`src/rtl/mste_speed_ctrl_if.sv`:
```
// CPU-side register bus of the speed/cache controller: write data, select,
// read/write strobe, read data and the bus-cycle-boundary indication.
interface mste_speed_ctrl_if #(
  parameter int unsigned CFG_W = 8
);
  logic [CFG_W-1:0] din;
  logic             sel;
  logic             rw;
  logic [CFG_W-1:0] dout;
  logic             bus_idle;

  modport master (output din, output sel, output rw, output bus_idle, input dout);
  modport slave  (input din, input sel, input rw, input bus_idle, output dout);
endinterface

```
`src/rtl/mste_speed_ctrl.sv`:
```
// Speed/cache control register with bus-safe switching, optional cache flush
// sequencing (MSTE_CACHE_FLUSH_EN) and a clock-switch settle interval.
module mste_speed_ctrl #(
  parameter int unsigned CFG_W         = 8,
  parameter int unsigned SETTLE_CYCLES = 16,
  parameter int unsigned FLUSH_CYCLES  = 4
) (
  input  logic             clk,
  input  logic             reset_n,
  mste_speed_ctrl_if.slave cpu,
  output logic             enable_cache,
  output logic             enable_16mhz,
  output logic             cache_flush,
  output logic             busy,
  output logic [CFG_W-1:0] cfg_out
);

  localparam int unsigned CNT_MAX = (SETTLE_CYCLES > FLUSH_CYCLES) ? SETTLE_CYCLES : FLUSH_CYCLES;
  localparam int unsigned CNT_W   = (CNT_MAX > 1) ? $clog2(CNT_MAX) : 1;
  localparam logic [CFG_W-1:0] DATA_MASK = {1'b0, {(CFG_W-1){1'b1}}};

`ifdef MSTE_CACHE_FLUSH_EN
  typedef enum logic [1:0] {IDLE, WAIT_IDLE, FLUSH, SETTLE} state_t;
`else
  typedef enum logic [1:0] {IDLE, WAIT_IDLE, SETTLE} state_t;
`endif

  state_t           state, state_n;
  logic [CFG_W-1:0] pending, pending_n;
  logic [CFG_W-1:0] applied, applied_n;
  logic [CNT_W-1:0] cnt, cnt_n;
  logic             wr;
  logic [CFG_W-1:0] din_m;

  assign wr    = cpu.sel && !cpu.rw;
  assign din_m = cpu.din & DATA_MASK;

  always_ff @(posedge clk) begin
    if (!reset_n) begin
      state   <= IDLE;
      pending <= '0;
      applied <= '0;
      cnt     <= '0;
    end else begin
      state   <= state_n;
      pending <= pending_n;
      applied <= applied_n;
      cnt     <= cnt_n;
    end
  end

  always_comb begin
    state_n     = state;
    pending_n   = pending;
    applied_n   = applied;
    cnt_n       = cnt;
    cache_flush = 1'b0;
    unique case (state)
      IDLE: begin
        if (wr) begin
          pending_n = din_m;
          if (din_m[1:0] == applied[1:0]) applied_n = din_m;
          else                            state_n   = WAIT_IDLE;
        end
      end
      WAIT_IDLE: begin
        if (cpu.bus_idle) begin
`ifdef MSTE_CACHE_FLUSH_EN
          if (pending[0] != applied[0]) begin
            state_n = FLUSH;
            cnt_n   = CNT_W'(FLUSH_CYCLES - 1);
          end else begin
`else
          begin
`endif
            applied_n = pending;
            state_n   = SETTLE;
            cnt_n     = CNT_W'(SETTLE_CYCLES - 1);
          end
        end
      end
`ifdef MSTE_CACHE_FLUSH_EN
      FLUSH: begin
        // cache invalidates while enable_cache still shows the old setting
        cache_flush = 1'b1;
        if (cnt == '0) begin
          applied_n = pending;
          state_n   = SETTLE;
          cnt_n     = CNT_W'(SETTLE_CYCLES - 1);
        end else begin
          cnt_n = cnt - CNT_W'(1);
        end
      end
`endif
      SETTLE: begin
        if (cnt == '0) state_n = IDLE;
        else           cnt_n   = cnt - CNT_W'(1);
      end
      default: state_n = IDLE;
    endcase
  end

  assign busy         = (state != IDLE);
  assign cfg_out      = applied;
  assign enable_cache = applied[0];
  assign enable_16mhz = applied[1];
  // pending's top bit is always 0, so OR-ing busy in forms {busy, pending[CFG_W-2:0]}
  assign cpu.dout = (cpu.sel && cpu.rw) ? ({busy, {(CFG_W-1){1'b0}}} | pending) : '0;

endmodule

```
`src/flat_wrapper.sv`:
```
// flat-port wrapper written by rule: the top's interface ports become plain ports
module mste_speed_ctrl_flat 
#(
  parameter int unsigned CFG_W         = 8,
  parameter int unsigned SETTLE_CYCLES = 16,
  parameter int unsigned FLUSH_CYCLES  = 4
)
  (clk, reset_n, enable_cache, enable_16mhz, cache_flush, busy, cfg_out, cpu_din, cpu_sel, cpu_rw, cpu_bus_idle, cpu_dout);
  mste_speed_ctrl_if #(.CFG_W(CFG_W)) cpu_i ();
  input  logic clk;
  input  logic reset_n;
  output logic enable_cache;
  output logic enable_16mhz;
  output logic cache_flush;
  output logic busy;
  output logic [CFG_W-1:0] cfg_out;
  input wire logic [$bits(cpu_i.din)-1:0] cpu_din;
  input wire logic [$bits(cpu_i.sel)-1:0] cpu_sel;
  input wire logic [$bits(cpu_i.rw)-1:0] cpu_rw;
  input wire logic [$bits(cpu_i.bus_idle)-1:0] cpu_bus_idle;
  output wire logic [$bits(cpu_i.dout)-1:0] cpu_dout;
  assign cpu_i.din = cpu_din;
  assign cpu_i.sel = cpu_sel;
  assign cpu_i.rw = cpu_rw;
  assign cpu_i.bus_idle = cpu_bus_idle;
  assign cpu_dout = cpu_i.dout;
  mste_speed_ctrl #(.CFG_W(CFG_W), .SETTLE_CYCLES(SETTLE_CYCLES), .FLUSH_CYCLES(FLUSH_CYCLES)) u_core (.clk(clk), .reset_n(reset_n), .cpu(cpu_i), .enable_cache(enable_cache), .enable_16mhz(enable_16mhz), .cache_flush(cache_flush), .busy(busy), .cfg_out(cfg_out));
endmodule
```
`config.mk`:
```
export PLATFORM = sky130hd
export DESIGN_NAME = mste_speed_ctrl_flat
export DESIGN_NICKNAME = d
export VERILOG_FILES = /design/src/rtl/mste_speed_ctrl_if.sv /design/src/rtl/mste_speed_ctrl.sv /design/src/flat_wrapper.sv
export SDC_FILE = /design/constraint.sdc
export NUM_CORES = 1
export LEC_CHECK = 0
export CORE_MARGIN = 4
export CORE_UTILIZATION = 35
export CTS_BUF_LIST = sky130_fd_sc_hd__clkbuf_8
export CTS_CLUSTER_SIZE = 28
export DETAILED_ROUTE_END_ITERATION = 10
export PLACE_DENSITY = 0.62
export SYNTH_ARGS = -nofsm -noshare
export SYNTH_HDL_FRONTEND = slang
export SYNTH_SLANG_ARGS = --single-unit
```
`constraint.sdc`:
```
create_clock -name clk -period 4.6 [get_ports clk]
set_input_delay 1.15 -clock clk [delete_from_list [all_inputs] [get_ports clk]]
set_output_delay 1.15 -clock clk [all_outputs]
set_load 0.005 [all_outputs]
```
-- Yosys cells after proc, flatten, opt, wreduce, memory -nomap -nowiden
Index checks and enable logic that the tools add are counted.
- reduce and logical (&&, ||, !) cells: 12
- add/subtract/negate cells: 1
- muxes and demuxes: 13
- equal/unequal tests: 9
- bitwise gates (word level): 1
- operators by type and width (kind ; count):
    $mux 8 ; 4
    $pmux 8 s2 ; 1
    $mux 2 ; 4
    $mux 4 ; 2
    $or 8x7->8 ; 1
    $pmux 4 s2 ; 1
    $reduce_and 4->1 ; 2
    $ne 2x1->1 const B ; 3
    $ne 2x2->1 const B ; 3
    $pmux 2 s3 ; 1
    $reduce_bool 2->1 ; 3
    $logic_not 4->1 ; 1
    $sub 4x1->4 const B ; 1
    $reduce_and 3->1 ; 1
    $eq 2x1->1 const B ; 1
    $eq 2x2->1 ; 1
    $eq 2x2->1 const B ; 1
    $logic_and 1x1->1 ; 2
    $logic_not 2->1 ; 1
    $reduce_and 2->1 ; 1
    $logic_not 1->1 ; 1
- word-level logic and storage cells: 40
- flip-flop bits (word level): 21
- output and inout port bits: 20
- input port bits: 13

-- Longest topological paths before layout
- depth after elaboration: 4
- depth in mapped cells: 7

-- Worst setup path after synthesis
OpenSTA, ideal clock, no wires.
- kind: input to output
- start: input port cpu_rw
- end: output port cpu_dout[0]
- data arrival time: 1469 ps
- data required time: 3450 ps
- path slack: 1981 ps
- cell stages on the path: 2
- path through: buf_2 and3_1
- longest elaborated chain between the ends: 2
- RTL lines (what ; line ; source):
    start: declaration ; flat_wrapper.sv:19 ; input wire logic [$bits(cpu_i.rw)-1:0] cpu_rw;
    $logic_and 1x1->1 ; mste_speed_ctrl.sv:108 ; assign cpu.dout = (cpu.sel && cpu.rw) ? ({busy, {(CFG_W-1){1'b0}}} | pending) : '0;
    $mux 8 ; mste_speed_ctrl.sv:108 ;
    end: declaration ; flat_wrapper.sv:21 ; output wire logic [$bits(cpu_i.dout)-1:0] cpu_dout;
No other way between the ends.

-- Worst setup path in the final report
Ends and elaborated chain as after synthesis.

==> results.cfg <==
[outcome]
status = finished clean

[power_and_ir_drop]
vdd_ir_drop_max_mv = 0.193
power_density_nw_per_um2 = 292
p_sw_mw = 0.0976
leakagePower_nw = 0.676
intPower_mw = 0.301
clockPowerShare_pct = 33.3
p_seq_share_pct = 48.2
pwr-share-comb_pct = 18.5
p_sw_share_pct = 24.5

[grt]
grt_pass1_wl_um = 3910
grt_overflow = 0
grt_pass1_vias = 835
antenna_found_initial = 0
grt_usage_pct = 12.5
grt_max_degree = 21

[routing]
viasPerCell = 5.09
vias = 870
first_pass_iters = 4
wl_um = 2280
drt_iter0_drc = 31
wire_per_inst_um = 13.4
ant_nets = 0
drc = 0

[critical_path]
start_kind = input pin
cpPeakStageDelay_ns = 0.66
critPathKind = in -> out
reg2reg_depth = 4
timing.critical_path.arrival_ns = 2.53
crit_buf_inv = 2
worstReg2RegEnd = u_core.cfg_out[2]
crit_path_cell_trace = clkdlybuf4s50_1 -> and3_1 -> clkdlybuf4s50_1
crit_family = buffers and inverters
r2r_start = u_core.state[0]
path_common_cell = clkdlybuf4s50_1
r2r_slack_ns = 2.62
end_kind = output port
cp-startpoint = cpu_rw
path_max_fanout = 10
required_ns = 3.45
cpMaxStageDelayCell = clkdlybuf4s50_1

[die]
rows = 19
io_pins = 33
die-area_um2 = 3900
fp.dieH_um = 62.5
die_w_um = 62.5
initial_core_util_pct = 37.0
core_um2 = 2810

[clocking]
postCtsResizedCells = 0
cts_buffers = 3
cts_setup_buffers = 0
cts_tree = done
cts_root_buf = clkbuf_8
cts.sinks = 20
cts_buffer_depth = 2
h-tree-depth = 1
hold_buffers = 0
insertion_delay_ns = 0.25
clk_pin_slew_ns = 0.07

[timing]
maxSlewViolCount = 0
hold_viol_final = 0
rsz0062_at_grt = false
max_freq_ghz = 0.272
slew_headroom_pct = 47.3
worstMarginPinSlew_ns = 0.788
fin_ws_ns = 0.917
fin_crit_sh_pct = 80.1
fin_skew_ns = 0.000790
finalSetupViolCount = 0
final.setup.tns_ns = 0
min_period_ns = 3.68

[synth]
async_flop_share_pct = 0
netlist.top_cell.by_area = dfxtp_1
synth_top_family_by_area = simple AND/OR/NAND/NOR gates
yosys.area.top_type_share_pct = 38.6
synth.distinct_cells = 30
synth_ff_type = dfxtp_1
yosysSeqAreaShare_pct = 38.6
yosys.area_share.adder_pct = 1.20
avgSynthCellArea_um2 = 8.95
netlist_instances = 116
synth_edf_count = 0
synth-xor-area-share_pct = 2.53
synth_mux_area_share_pct = 7.83
synth_compound_area_share_pct = 20.4
synth_seq_cells = 20
synth_warnings = 0
synth-simple-area-share_pct = 21.9
yosys-top-cells-area = dfxtp_1 (39%), o211a_1 (8.7%), nand2_1 (8.7%)
netlist_area_um2 = 1040

[place]
port_buffers = 29
dpl_worst_slack_ns = 0.924
dp_hpwl_um = 1670
place.gp.congestion = 0.786

[layout]
syn2layout_area_growth_pct = 31.2
final_cell_mix = clkdlybuf4s50_1 (29), nand2_1 (24), dfxtp_1 (20)
layout-drive-gt1-share_pct = 5.71
final_common_cell = clkdlybuf4s50_1
diodes = 0
fin_nets = 155

[min_path]
hold_depth = 2
hold_end = u_core.pending[5]
hp-class = reg -> reg
hp-start = u_core.pending[5]

[run]
cap_violations = 0
how the worst max path moves through the flow:
stage	slack, ns	to	depth (start not counted)
after floorplan	1.98	cpu_dout[0]	2
after global placement	0.93	cpu_dout[1]	3
after detailed placement	0.92	cpu_dout[1]	3
after CTS	0.92	cpu_dout[1]	3
after global routing	0.84	cpu_dout[0]	3
final	0.92	cpu_dout[0]	3
sequential cells by signal (all words and copies together) (netlist names):
| signal | flops |
|---|---|
| u_core.cfg_out | 7 |
| u_core.state | 2 |
| u_core.pending | 7 |
| u_core.cnt | 4 |
synth_stat cells, drive strengths merged, types with 2 or more instances:
cell type	instances
dfxtp	20
clkbuf	2
nand2	24
xor2	3
nand2b	2
o211a	9
inv	3
buf	8
a21boi	7
o21ai	3
a21oi	3
nor2	2
and3	9
mux2i	7
final cells by class:
cell class	count	area, µm²
clock buffers	4	55.1
fillers	293	1440
inverters	3	11.3
multi-input cells	84	567
flip-flops and latches	20	400
well taps	31	38.8
repair buffers	29	290
layer usage:
| layer | global-route usage [%] | vias to the layer above | routed length (µm) |
|---|---|---|---|
| met5 | 0 | - | 0 |
| met3 | 3.78 | 5 | 127 |
| met4 | 5.79 | 0 | 39 |
| met1 | 16.2 | 396 | 1140 |
| li1 | - | 445 | - |
| met2 | 18.8 | 24 | 976 |
cell families after synthesis:
logic type,Yosys count
simple gates,45
compound gates,25
flops,20
buf+inv,13
mux,8
xor+xnor,3
fa+ha+maj,1
other cells,1
per-stage QoR:
stage               hold WS [ns]  area, µm²  cells  util (%)  total power [mW]
finish                     0.466       1360    171      48.6             0.398
CTS                        0.467       1360    171      48.6             0.401
detailed placement         0.456       1310    167      46.6             0.270
global route               0.497       1360    171      48.6             0.418
floorplan                  0.443       1040    117         -             0.238
global placement           0.450       1310    167      46.6             0.268
power groups by stage:
| stage | registers [mW] | clock network, mW | logic (mW) |
|---|---|---|---|
| CTS | 0.192 | 0.135 | 0.0742 |
| finish | 0.192 | 0.133 | 0.0737 |
| global route | 0.194 | 0.143 | 0.0811 |
| detailed placement | 0.196 | 0 | 0.0737 |
| floorplan | 0.195 | 0 | 0.0432 |
| global placement | 0.196 | 0 | 0.0726 |
worst min-delay path: stages, from the launching register on:
cell and delay (ns):
dfxtp_1 0.32, nand2_1 0.05, a21boi_1 0.05
Note: power is estimated with default switching activity, not from simulation.
